`src/rtl/eth_cmd_decoder.sv`:
```
// Ethernet command decoder: buffers a 64-byte payload in a local packet RAM,
// parses {MAGIC, N, N x {addr, data_hi, data_lo}} and issues config-bus writes.
module eth_cmd_decoder #(
  parameter logic [7:0] MAGIC      = 8'h47,
  parameter int         MAX_WRITES = 20
) (
  input  logic        clk,
  input  logic        reset,
  input  logic [5:0]  eth_rx_addr,
  input  logic [7:0]  eth_rx_wdata,
  input  logic        eth_rx_we,
  input  logic        eth_rx_ready,
  output logic        eth_rx_read,
  output logic [7:0]  reg_addr,
  output logic [15:0] reg_wdata,
  output logic        reg_we,
  input  logic        reg_busy,
  output logic [15:0] cmd_count,
  output logic [15:0] err_count
);

  localparam int CW = $clog2(MAX_WRITES + 1);

  typedef enum logic [3:0] {
    S_IDLE, S_MAGIC, S_COUNT, S_ADDR, S_DHI, S_DLO, S_ISSUE, S_RELEASE, S_DRAIN
  } state_t;

  state_t        state;
  logic [7:0]    mem [64];
  logic [7:0]    rd_data;
  logic [5:0]    rd_addr;
  logic          phase;
  logic [CW-1:0] remaining;
  logic [7:0]    addr_q;
  logic [7:0]    dhi_q;
  logic          fetching;

  // NOTE: the payload RAM and its read register carry no reset; every byte the
  // parser consumes is written by the receiver before eth_rx_ready rises.
  always_ff @(posedge clk) begin
    if (eth_rx_we) mem[eth_rx_addr] <= eth_rx_wdata;
    rd_data <= mem[rd_addr];
  end

  // The strobe is qualified by reg_busy in the same cycle, so a stalled
  // ISSUE releases its write on the very first free cycle.
  assign reg_we = (state == S_ISSUE) && !reg_busy;

  assign fetching = (state == S_MAGIC) || (state == S_COUNT) || (state == S_ADDR) ||
                    (state == S_DHI)   || (state == S_DLO);

  // NOTE: all state below uses non-blocking assignments so every branch sees
  // the pre-edge values of phase, rd_addr and remaining.
  always_ff @(posedge clk or posedge reset) begin
    if (reset) begin
      state       <= S_IDLE;
      phase       <= 1'b0;
      rd_addr     <= '0;
      remaining   <= '0;
      addr_q      <= '0;
      dhi_q       <= '0;
      reg_addr    <= '0;
      reg_wdata   <= '0;
      eth_rx_read <= 1'b0;
      cmd_count   <= '0;
      err_count   <= '0;
    end else begin
      // Each byte takes two cycles: present rd_addr, then capture rd_data.
      if (fetching) begin
        phase <= !phase;
        if (phase) rd_addr <= rd_addr + 6'd1;
      end

      case (state)
        S_IDLE: begin
          if (eth_rx_ready) begin
            rd_addr <= '0;
            phase   <= 1'b0;
            state   <= S_MAGIC;
          end
        end
        S_MAGIC: begin
          if (phase) begin
            if (rd_data != MAGIC) begin
              err_count   <= err_count + 16'd1;
              eth_rx_read <= 1'b1;
              state       <= S_RELEASE;
            end else begin
              state <= S_COUNT;
            end
          end
        end
        S_COUNT: begin
          if (phase) begin
            if (rd_data > 8'(MAX_WRITES)) begin
              err_count   <= err_count + 16'd1;
              eth_rx_read <= 1'b1;
              state       <= S_RELEASE;
            end else if (rd_data == 8'd0) begin
              cmd_count   <= cmd_count + 16'd1;
              eth_rx_read <= 1'b1;
              state       <= S_RELEASE;
            end else begin
              remaining <= rd_data[CW-1:0];
              state     <= S_ADDR;
            end
          end
        end
        S_ADDR: begin
          if (phase) begin
            addr_q <= rd_data;
            state  <= S_DHI;
          end
        end
        S_DHI: begin
          if (phase) begin
            dhi_q <= rd_data;
            state <= S_DLO;
          end
        end
        S_DLO: begin
          if (phase) begin
            // Address and data are loaded together so they stay coherent
            // for the whole ISSUE stall.
            reg_addr  <= addr_q;
            reg_wdata <= {dhi_q, rd_data};
            state     <= S_ISSUE;
          end
        end
        S_ISSUE: begin
          if (!reg_busy) begin
            remaining <= remaining - 1'b1;
            if (remaining == CW'(1)) begin
              cmd_count   <= cmd_count + 16'd1;
              eth_rx_read <= 1'b1;
              state       <= S_RELEASE;
            end else begin
              state <= S_ADDR;
            end
          end
        end
        S_RELEASE: begin
          eth_rx_read <= 1'b0;
          state       <= S_DRAIN;
        end
        S_DRAIN: begin
          if (!eth_rx_ready) state <= S_IDLE;
        end
        default: state <= S_IDLE;
      endcase
    end
  end

endmodule

```
`config.mk`:
```
export PLATFORM = sky130hd
export DESIGN_NAME = eth_cmd_decoder
export DESIGN_NICKNAME = d
export VERILOG_FILES = /design/src/rtl/eth_cmd_decoder.sv
export SDC_FILE = /design/constraint.sdc
export NUM_CORES = 1
export LEC_CHECK = 0
export BUFFER_PORTS_ARGS = -buffer_cell sky130_fd_sc_hd__buf_4
export CAP_MARGIN = 20
export CORE_AREA = 3 3 240 172
export DETAILED_ROUTE_END_ITERATION = 16
export DIE_AREA = 0 0 243 175
export GPL_ROUTABILITY_DRIVEN = 0
export PLACE_DENSITY = 0.75
export SYNTH_ARGS = -nofsm -noshare
export SYNTH_HDL_FRONTEND = slang
export SYNTH_SLANG_ARGS = --single-unit
```
`constraint.sdc`:
```
create_clock -name clk -period 3 [get_ports clk]
set_clock_uncertainty 0.15 [all_clocks]
set_input_delay 0.15 -clock clk [delete_from_list [all_inputs] [get_ports clk]]
set_output_delay 0.15 -clock clk [all_outputs]
set_load 0.05 [all_outputs]
```
# Word-level counts from Yosys, hierarchy flattened
# Memories as Yosys holds them, arrays and structs flattened. A register that Yosys moved wholly into a read port is not among the register bits.
# Cells that the tools add are included.
# W data, S select, Z words.
# totals
reg_bits	89
latchBits	0
ram_bits	512
rom_bits	0
input_bits	19
output_inout_bits	58
wordCells	108
n_memories	1
# op_classes
add_sub_neg	4
multipliers	0
n_div	0
order_cmp	1
n_eq_ne	25
n_shift	0
muxes	46
n_bitwise	0
n_reduce_logical	20
# mem_list
name	words	width	read_ports	rd_clocked_by_memory_dff	write_ports	line_no	source
mem	64	8	1	1	1	29	logic [7:0] mem [64];
# op_table
operator	n
$mux W16	9
$pmux W16 S2	2
$pmux W4 S9	1
$add A16 B1 Y16 const B	2
$mux W4	8
$mux W6	4
$mux W5	4
$ne A2 B2 Y1 const B	10
$eq A4 B3 Y1 const B	4
$mux W1	12
$mux W3	4
$pmux W5 S2	1
$reduce_and A5 Y1	2
$eq A4 B2 Y1 const B	2
$gt A8 B5 Y1 const B	1
$logic_not A8 Y1	1
$ne A2 B1 Y1 const B	4
$ne A8 B7 Y1 const B	1
$reduce_and A8 Y1	1
$reduce_and A7 Y1	1
$add A6 B1 Y6 const B	1
$reduce_and A2 Y1	3
$reduce_and A6 Y1	1
$eq A5 B1 Y1 const B	1
other kinds (11)	16

# Depth between registers and ports, before layout
# Gate-level depths: netlist of the first run.
# logic_depth
depth_word	8
depth_mapped	9
depth_no_buf	7

# Worst setup path before layout of the first run
# No wires, ideal clock.
# synth_path
path_type	register to register
from	register rd_addr[0]
to	register rd_data[0], read port of mem
setup_ns	0.117
arrival_time_ns	1.981
required_time_ns	2.733
path_slack_ns	0.752
stages_incl_launch_ff	8
synth_period_minus_slack_ns	2.248
path_cell_list	dfrtp_1 buf_2 buf_6 buf_2 mux4_2 a221oi_1 o21ai_0 a32o_1
# synth_lines
element	line_no	source
start: declaration	31	logic [5:0] rd_addr;
start signal: assignment	71	if (phase) rd_addr <= rd_addr + 6'd1;
end: declaration	30	logic [7:0] rd_data;

# Worst setup path after layout of the first run
# layout_path
from	register state[1]
to	output reg_we
# layout_via
elab_chain_cells	2
# layout_rtl
element	line_no	source
start: declaration	28	state_t state;
start signal: assignment	56	state <= S_IDLE;
start signal: assignment	79	state <= S_MAGIC;
start signal: assignment	87	state <= S_RELEASE;
$eq A4 B3 Y1	47	assign reg_we = (state == S_ISSUE) && !reg_busy;
$logic_and A1 B1 Y1	47	
end: declaration	16	output logic reg_we,
# Every way passes these cells.

==> flow_metrics.tcl, run 1 <==
set metrics [dict create \
    hpwlAfterDp_um 34400 \
    vias_per_cell 6.47 \
    final_period_utilization 0.917 \
    cp_capture_point "reg_we" \
    layout_common_cells "edfxtp_1 (512), buf_4 (163), mux4_2 (127), nor2_1 (104), dfrtp_1 (85)" \
    gate_count_after_technology_mapping 1297 \
    routed-via-count 13275 \
    synth_area_sq_um 24200 \
    regToRegEndpoint "remaining[0]" \
    report.power.total_mw 25.0 \
    insertedDiodeCount 0 \
    max_clock_freq_ghz 0.363 \
    setup.worst_path.end_class "primary output" \
    cts_post_setup_buffers_inserted 0 \
    number_of_top_level_design_ports 77 \
    asr_flop_ratio_synth 0.146 \
    clock_tree.buffer_depth 3 \
    y_dimension_of_the_die_um 175 \
    power_density_nw_per_um2 896 \
    finish.net_count 1498 \
    setup.worst_path.start "state[1]" \
    die-area_sq_um 42500 \
    timing.hold.worst.class "in2reg" \
    post_synth_num_cell_types 63 \
    rsz_0062_raised_after_global_routing "no" \
    postRouteAntennaNets 0 \
    routed_wire_length_per_instance_um 26.5 \
    crit_required_ps 2700 \
    leakage_nw 9.49 \
    grt_pass1_vias 13112 \
    fin_worst_hold_slack_ps -20.5 \
    die_w_um 243 \
    clock_tree_from_tritoncts "yes" \
    run_status "finished, violations left" \
    maximum_number_of_pins_on_one_net_before_global_route_repair 65 \
    internal_power_mw 17.0 \
    timing.max_cap.violations 0 \
    slew_headroom 0.407 \
    tightest_slew_ps 880 \
    p_switching_mw 7.95 \
    grt_usage 0.261 \
    vdd_drop_max_mv 0.545 \
    p_seq_frac 0.423 \
    core.rowCount 61 \
    syn_avg_cell_area_sq_um 18.6 \
    clockRootBuffer "clkbuf_16" \
    synth_flop_cell "edfxtp_1" \
    regToRegSetupSlack_ps 310 \
    final_design_area_no_fill_sq_um 27900 \
    ys_seq_area_frac 0.735 \
    path_class "reg2out" \
    failed_checks "hold timing" \
    placed_cell_area_sq_um 26000 \
    final-setup-viol-count 0 \
    synth-edff-count 512 \
    setup-tns-final_ps 0 \
    final_common_cell "edfxtp_1" \
    critPathMaxFanout 15 \
    worst_skew_pair.late_latency_ps 590 \
    final_period_minus_worst_setup_slack_ps 2750 \
    route.final.wire_length_um 54300 \
    r2r_start "rd_data[0]" \
    yosys_register_bits 609 \
    drt_iter0_markers 1759 \
    finish.utilization 0.710 \
    drt-pass1-iter-count 5 \
    finalHoldViolCount 14 \
    globalRoute.totalOverflow 0 \
    worst_setup_hold_path_clk_slew_ps 70 \
    clock-sinks 609 \
    p_sw_frac 0.318 \
    number_of_clock_buffers_inserted_by_tritoncts 54 \
    cts_htree_levels 2 \
    i_o_buffers 76 \
    synthesis.nets 1321 \
    placement.setup.worst_slack_ps 375 \
    share_of_post_route_cells_with_drive_strength_above_1 0.291 \
    final-max-slew-violation-count 0 \
    logic_pwr_share 0.294 \
    startpoint_type "flip-flop" \
    floorplan.initialDensity 0.616 \
    clock_power_share 0.282 \
    ys_warn_count 0 \
    layout.filler_cells 2388 \
    worst_ep_arrival_time_ps 2450 \
    route.detailed.drc 0 \
    final.setup.worst_slack_ps 249 \
    wire_length_of_the_first_global_routing_pass_um 83600 \
    core_sq_um 39200 \
    antenna_violations_before_repair 0 \
    worstRegToRegCells 5 \
    syn_to_final_growth_pct 15.4 \
]
-- timing repair --
item / CTS / global route
hold buffers: 9 / 0
endpoints found under the hold margin: 160 / 0
resized for setup: 0 / 1
endpoints found under the setup margin: 0 / 1
-- power groups by stage --
| stage | Clock (mW) | Sequential (mW) | Combinational, mW |
|---|---|---|---|
| after floorplan | 0 | 11.0 | 4.52 |
| after global placement | 0 | 10.7 | 7.16 |
| after detailed placement | 0 | 10.7 | 7.28 |
| after CTS | 7.15 | 10.6 | 7.33 |
| after global routing | 7.48 | 10.6 | 7.79 |
| final | 7.04 | 10.6 | 7.35 |
-- Yosys cell counts (all sizes together), types with 18 or more instances --
cell type | instances | area (sq um)
edfxtp | 512 | 15400
mux4 | 127 | 2860
xnor2 | 30 | 263
mux2 | 43 | 484
nor2b | 19 | 119
nand2 | 34 | 128
a21oi | 18 | 90.1
nor3 | 21 | 110
nand3 | 26 | 130
buf | 33 | 170
nor2 | 104 | 390
dfrtp | 89 | 2230
clkbuf | 26 | 97.6
-- flip-flops by register name, summed over array words and instances (netlist names) --
register and flops:
reg_wdata 16, phase 1, state 4, dhi_q 8, rd_addr 6, reg_addr 8, eth_rx_read 1, addr_q 8
cmd_count 16, remaining 5, mem 512, err_count 16, rd_data 8
-- layer usage --
metal  GRT usage  wire [um]
met1       0.423      23100
met2       0.381      24600
met3      0.0466       5650
met4      0.0527        939
met5           0          0
-- worst min-delay path by stage --
stage | start | end | slack [ps] | cells past startpoint
after floorplan | eth_rx_wdata[0] | mem[0][0] | 100 | 0
after global placement | reset | cmd_count[6] | 80 | 2
after global routing | eth_rx_wdata[5] | mem[6][5] | 8 | 1
after CTS | eth_rx_addr[1] | mem[35][7] | 1 | 3
after detailed placement | reset | cmd_count[6] | 80 | 2
final | eth_rx_wdata[2] | mem[6][2] | -20 | 1
-- kinds of logic after synthesis --
group	synth area share
and+or+nand+nor	0.0586
adders and majority gates	0.00259
muxes	0.144
AOI/OAI and AO/OA	0.0336
buffers and inverters	0.0126
DFF	0.735
xor gates and xnor gates	0.0131
-- through the flow --
| stage | std cells | hold slack, ps |
|---|---|---|
| after global placement | 1944 | 80.9 |
| final | 2053 | -20.5 |
| after CTS | 2053 | 1.29 |
| after global routing | 2053 | 8.16 |
| after floorplan | 1297 | 98.9 |
| after detailed placement | 1944 | 81.4 |
-- critical path, cell delays in order, from the launching register on --
cell and delay [ps]:
dfrtp_1 640, nand2b_1 200, or4_1 650, nor2_1 180
buf_4 210
-- final cells by class --
type | count | area, sq um | share of cell area
sequential | 609 | 17800 | 0.638
multi-input combinational | 619 | 6090 | 0.219
timing repair buffer | 180 | 1470 | 0.0529
clock buffer | 63 | 1430 | 0.0512
tap | 535 | 669 | 0.0240
clock inverter | 37 | 388 | 0.0139
inverter | 10 | 38.8 | 0.00139
(Power assumes the default switching activity.)
==> run 2, diff against run 1 <==
Settings changed: CORE_AREA 3 3 240 172 to 2 2 239 171, DIE_AREA 0 0 243 175 to 0 0 241 173.
==> run 2 against run 1 <==
Against the previous run: the flow now finishes without violations; first-iteration DRC count shrank 14%; non-clock buffer count grew 3; clock-buffer cell count grew 2; routed wire length grew 1.7%; sequential share of layout area shrank 0.20 points; worst setup slack lost 65 ps; final area grew 0.30%; combinational power grew 0.8%; maximum frequency shrank 2.3%; critical path depth is the same; sequential power is essentially flat.
==> flow_metrics.tcl, run 2 (same netlist as run 1, synthesis figures left out) <==
set metrics [dict create \
    run_status "finished, final reports clean" \
    worstRegToRegCells 5 \
    final.setup.worst_slack_ps 184 \
    p_sw_frac 0.317 \
    maximum_number_of_pins_on_one_net_before_global_route_repair 65 \
    placedCellCount 1945 \
    fin_worst_hold_slack_ps 21.1 \
    final-max-slew-violation-count 0 \
    final_period_minus_worst_setup_slack_ps 2820 \
    max_clock_freq_ghz 0.355 \
    cts_post_setup_buffers_inserted 0 \
    critical-path-top-delay-family "simple AND/OR/NAND/NOR gates" \
    p_switching_mw 7.97 \
    drt_iter0_markers 1520 \
    logic_pwr_share 0.294 \
    critical_path_depth 4 \
    slew_headroom 0.425 \
    p_seq_frac 0.417 \
    regToRegEndpoint "remaining[0]" \
    route.final.wire_length_um 55200 \
    clockRootBuffer "clkbuf_16" \
    number_of_clock_buffers_inserted_by_tritoncts 55 \
    share_of_post_route_cells_with_drive_strength_above_1 0.291 \
    worst_ep_arrival_time_ps 2520 \
    timing.hold.worst.class "in2reg" \
    vdd_drop_max_mv 0.756 \
    post_layout_nonfiller_instances 2059 \
    cp_slowest_stage_delay_ps 730 \
    clock_power_share 0.288 \
    setup.worst_path.start "state[2]" \
    cp_capture_point "reg_we" \
    finish.utilization 0.712 \
    power_density_nw_per_um2 901 \
    cts_resized 0 \
    path_buf_inv 1 \
    report.power.total_mw 25.2 \
    crit_required_ps 2700 \
    placed_cell_area_sq_um 26000 \
    die-area_sq_um 41700 \
    postRouteAntennaNets 0 \
    vias_per_cell 6.41 \
    drt-pass1-iter-count 5 \
    hpwlAfterDp_um 33800 \
    path_common_cell "nor2_1" \
    rsz_0062_raised_after_global_routing "no" \
    timing.max_cap.violations 0 \
    final_common_cell "edfxtp_1" \
    leakage_nw 9.53 \
    largest_register "mem" \
    cts_htree_levels 2 \
    largest_register_ff_count 512 \
    globalRoute.totalOverflow 0 \
    number_of_top_level_design_ports 77 \
    final_period_utilization 0.939 \
    clock_tree_from_tritoncts "yes" \
    worst_setup_hold_path_clk_slew_ps 60 \
    grt_pass1_vias 13104 \
    y_dimension_of_the_die_um 173 \
    core_sq_um 39200 \
    route.detailed.drc 0 \
    tightest_slew_ps 853 \
    r2r_start "rd_data[0]" \
    layout_common_cells "edfxtp_1 (512), buf_4 (164), mux4_2 (127), nor2_1 (104), dfrtp_1 (86)" \
    critPathMaxFanout 17 \
    placement.setup.worst_slack_ps 356 \
    timing.critical_path.slowest_stage_cell "or4_1" \
    final_design_area_no_fill_sq_um 27900 \
    insertedDiodeCount 0 \
    die_w_um 241 \
    syn_to_final_growth_pct 15.7 \
    startpoint_type "flip-flop" \
    routed-via-count 13201 \
    number_of_buffers_added_to_fix_hold_violations_after_cts 11 \
    finish.net_count 1502 \
    wire_length_of_the_first_global_routing_pass_um 84000 \
    final-setup-viol-count 0 \
    grt_usage 0.276 \
    antenna_violations_before_repair 1 \
    clock-sinks 609 \
    setup-tns-final_ps 0 \
    clock_tree.buffer_depth 3 \
    floorplan.initialDensity 0.616 \
    path_class "reg2out" \
    core.rowCount 61 \
    path_cells "nor2_1, or4_1, nor2_1, buf_4" \
    internal_power_mw 17.2 \
    finalHoldViolCount 0 \
    worst_skew_pair.late_latency_ps 600 \
    routed_wire_length_per_instance_um 26.8 \
    setup.worst_path.end_class "primary output" \
    i_o_buffers 76 \
    regToRegSetupSlack_ps 280 \
]
## run 2: changes by cell type in the layout (fill, tap and decap cells not counted), moves of 2 or more
cell           before  now
clkinvlp_2          1    3
clkinv_8            2    0
clkinv_1            9   11
clkbuf_16          55   57
dlygate4sd3_1       9   11
## run 2: how the worst min path moves through the flow
stage	startpoint	endpoint	slack [ps]	cells past startpoint
floorplan	eth_rx_wdata[0]	mem[0][0]	100	0
global placement	reset	cmd_count[6]	160	2
detailed placement	reset	cmd_count[8]	170	2
CTS	eth_rx_wdata[0]	mem[11][0]	4	1
global route	eth_rx_wdata[0]	mem[15][0]	30	1
finish	eth_rx_wdata[0]	mem[4][0]	20	1
## run 2: final cells by class
| type | count | area (sq um) |
|---|---|---|
| Multi-Input combinational cell | 619 | 6090 |
| Tap cell | 535 | 669 |
| Fill cell | 2408 | 11300 |
| Clock buffer | 65 | 1490 |
| Timing Repair Buffer | 183 | 1500 |
| Clock inverter | 38 | 385 |
| Sequential cell | 609 | 17800 |
| Inverter | 10 | 38.8 |
## run 2: routing by layer
metal / vias to the layer above / track usage / share of wire
met5: - / 0 / 0.00091
met4: 2 / 0.0792 / 0.027
met3: 116 / 0.0787 / 0.11
met2: 706 / 0.397 / 0.45
met1: 6798 / 0.418 / 0.41
li1: 5579 / - / -
## run 2: power by group through the flow
stage | logic (mW) | clock network, mW | registers [mW]
floorplan | 4.52 | 0 | 11.0
global placement | 7.21 | 0 | 10.6
detailed placement | 7.33 | 0 | 10.7
CTS | 7.42 | 7.36 | 10.5
global route | 7.87 | 7.68 | 10.6
finish | 7.41 | 7.26 | 10.5
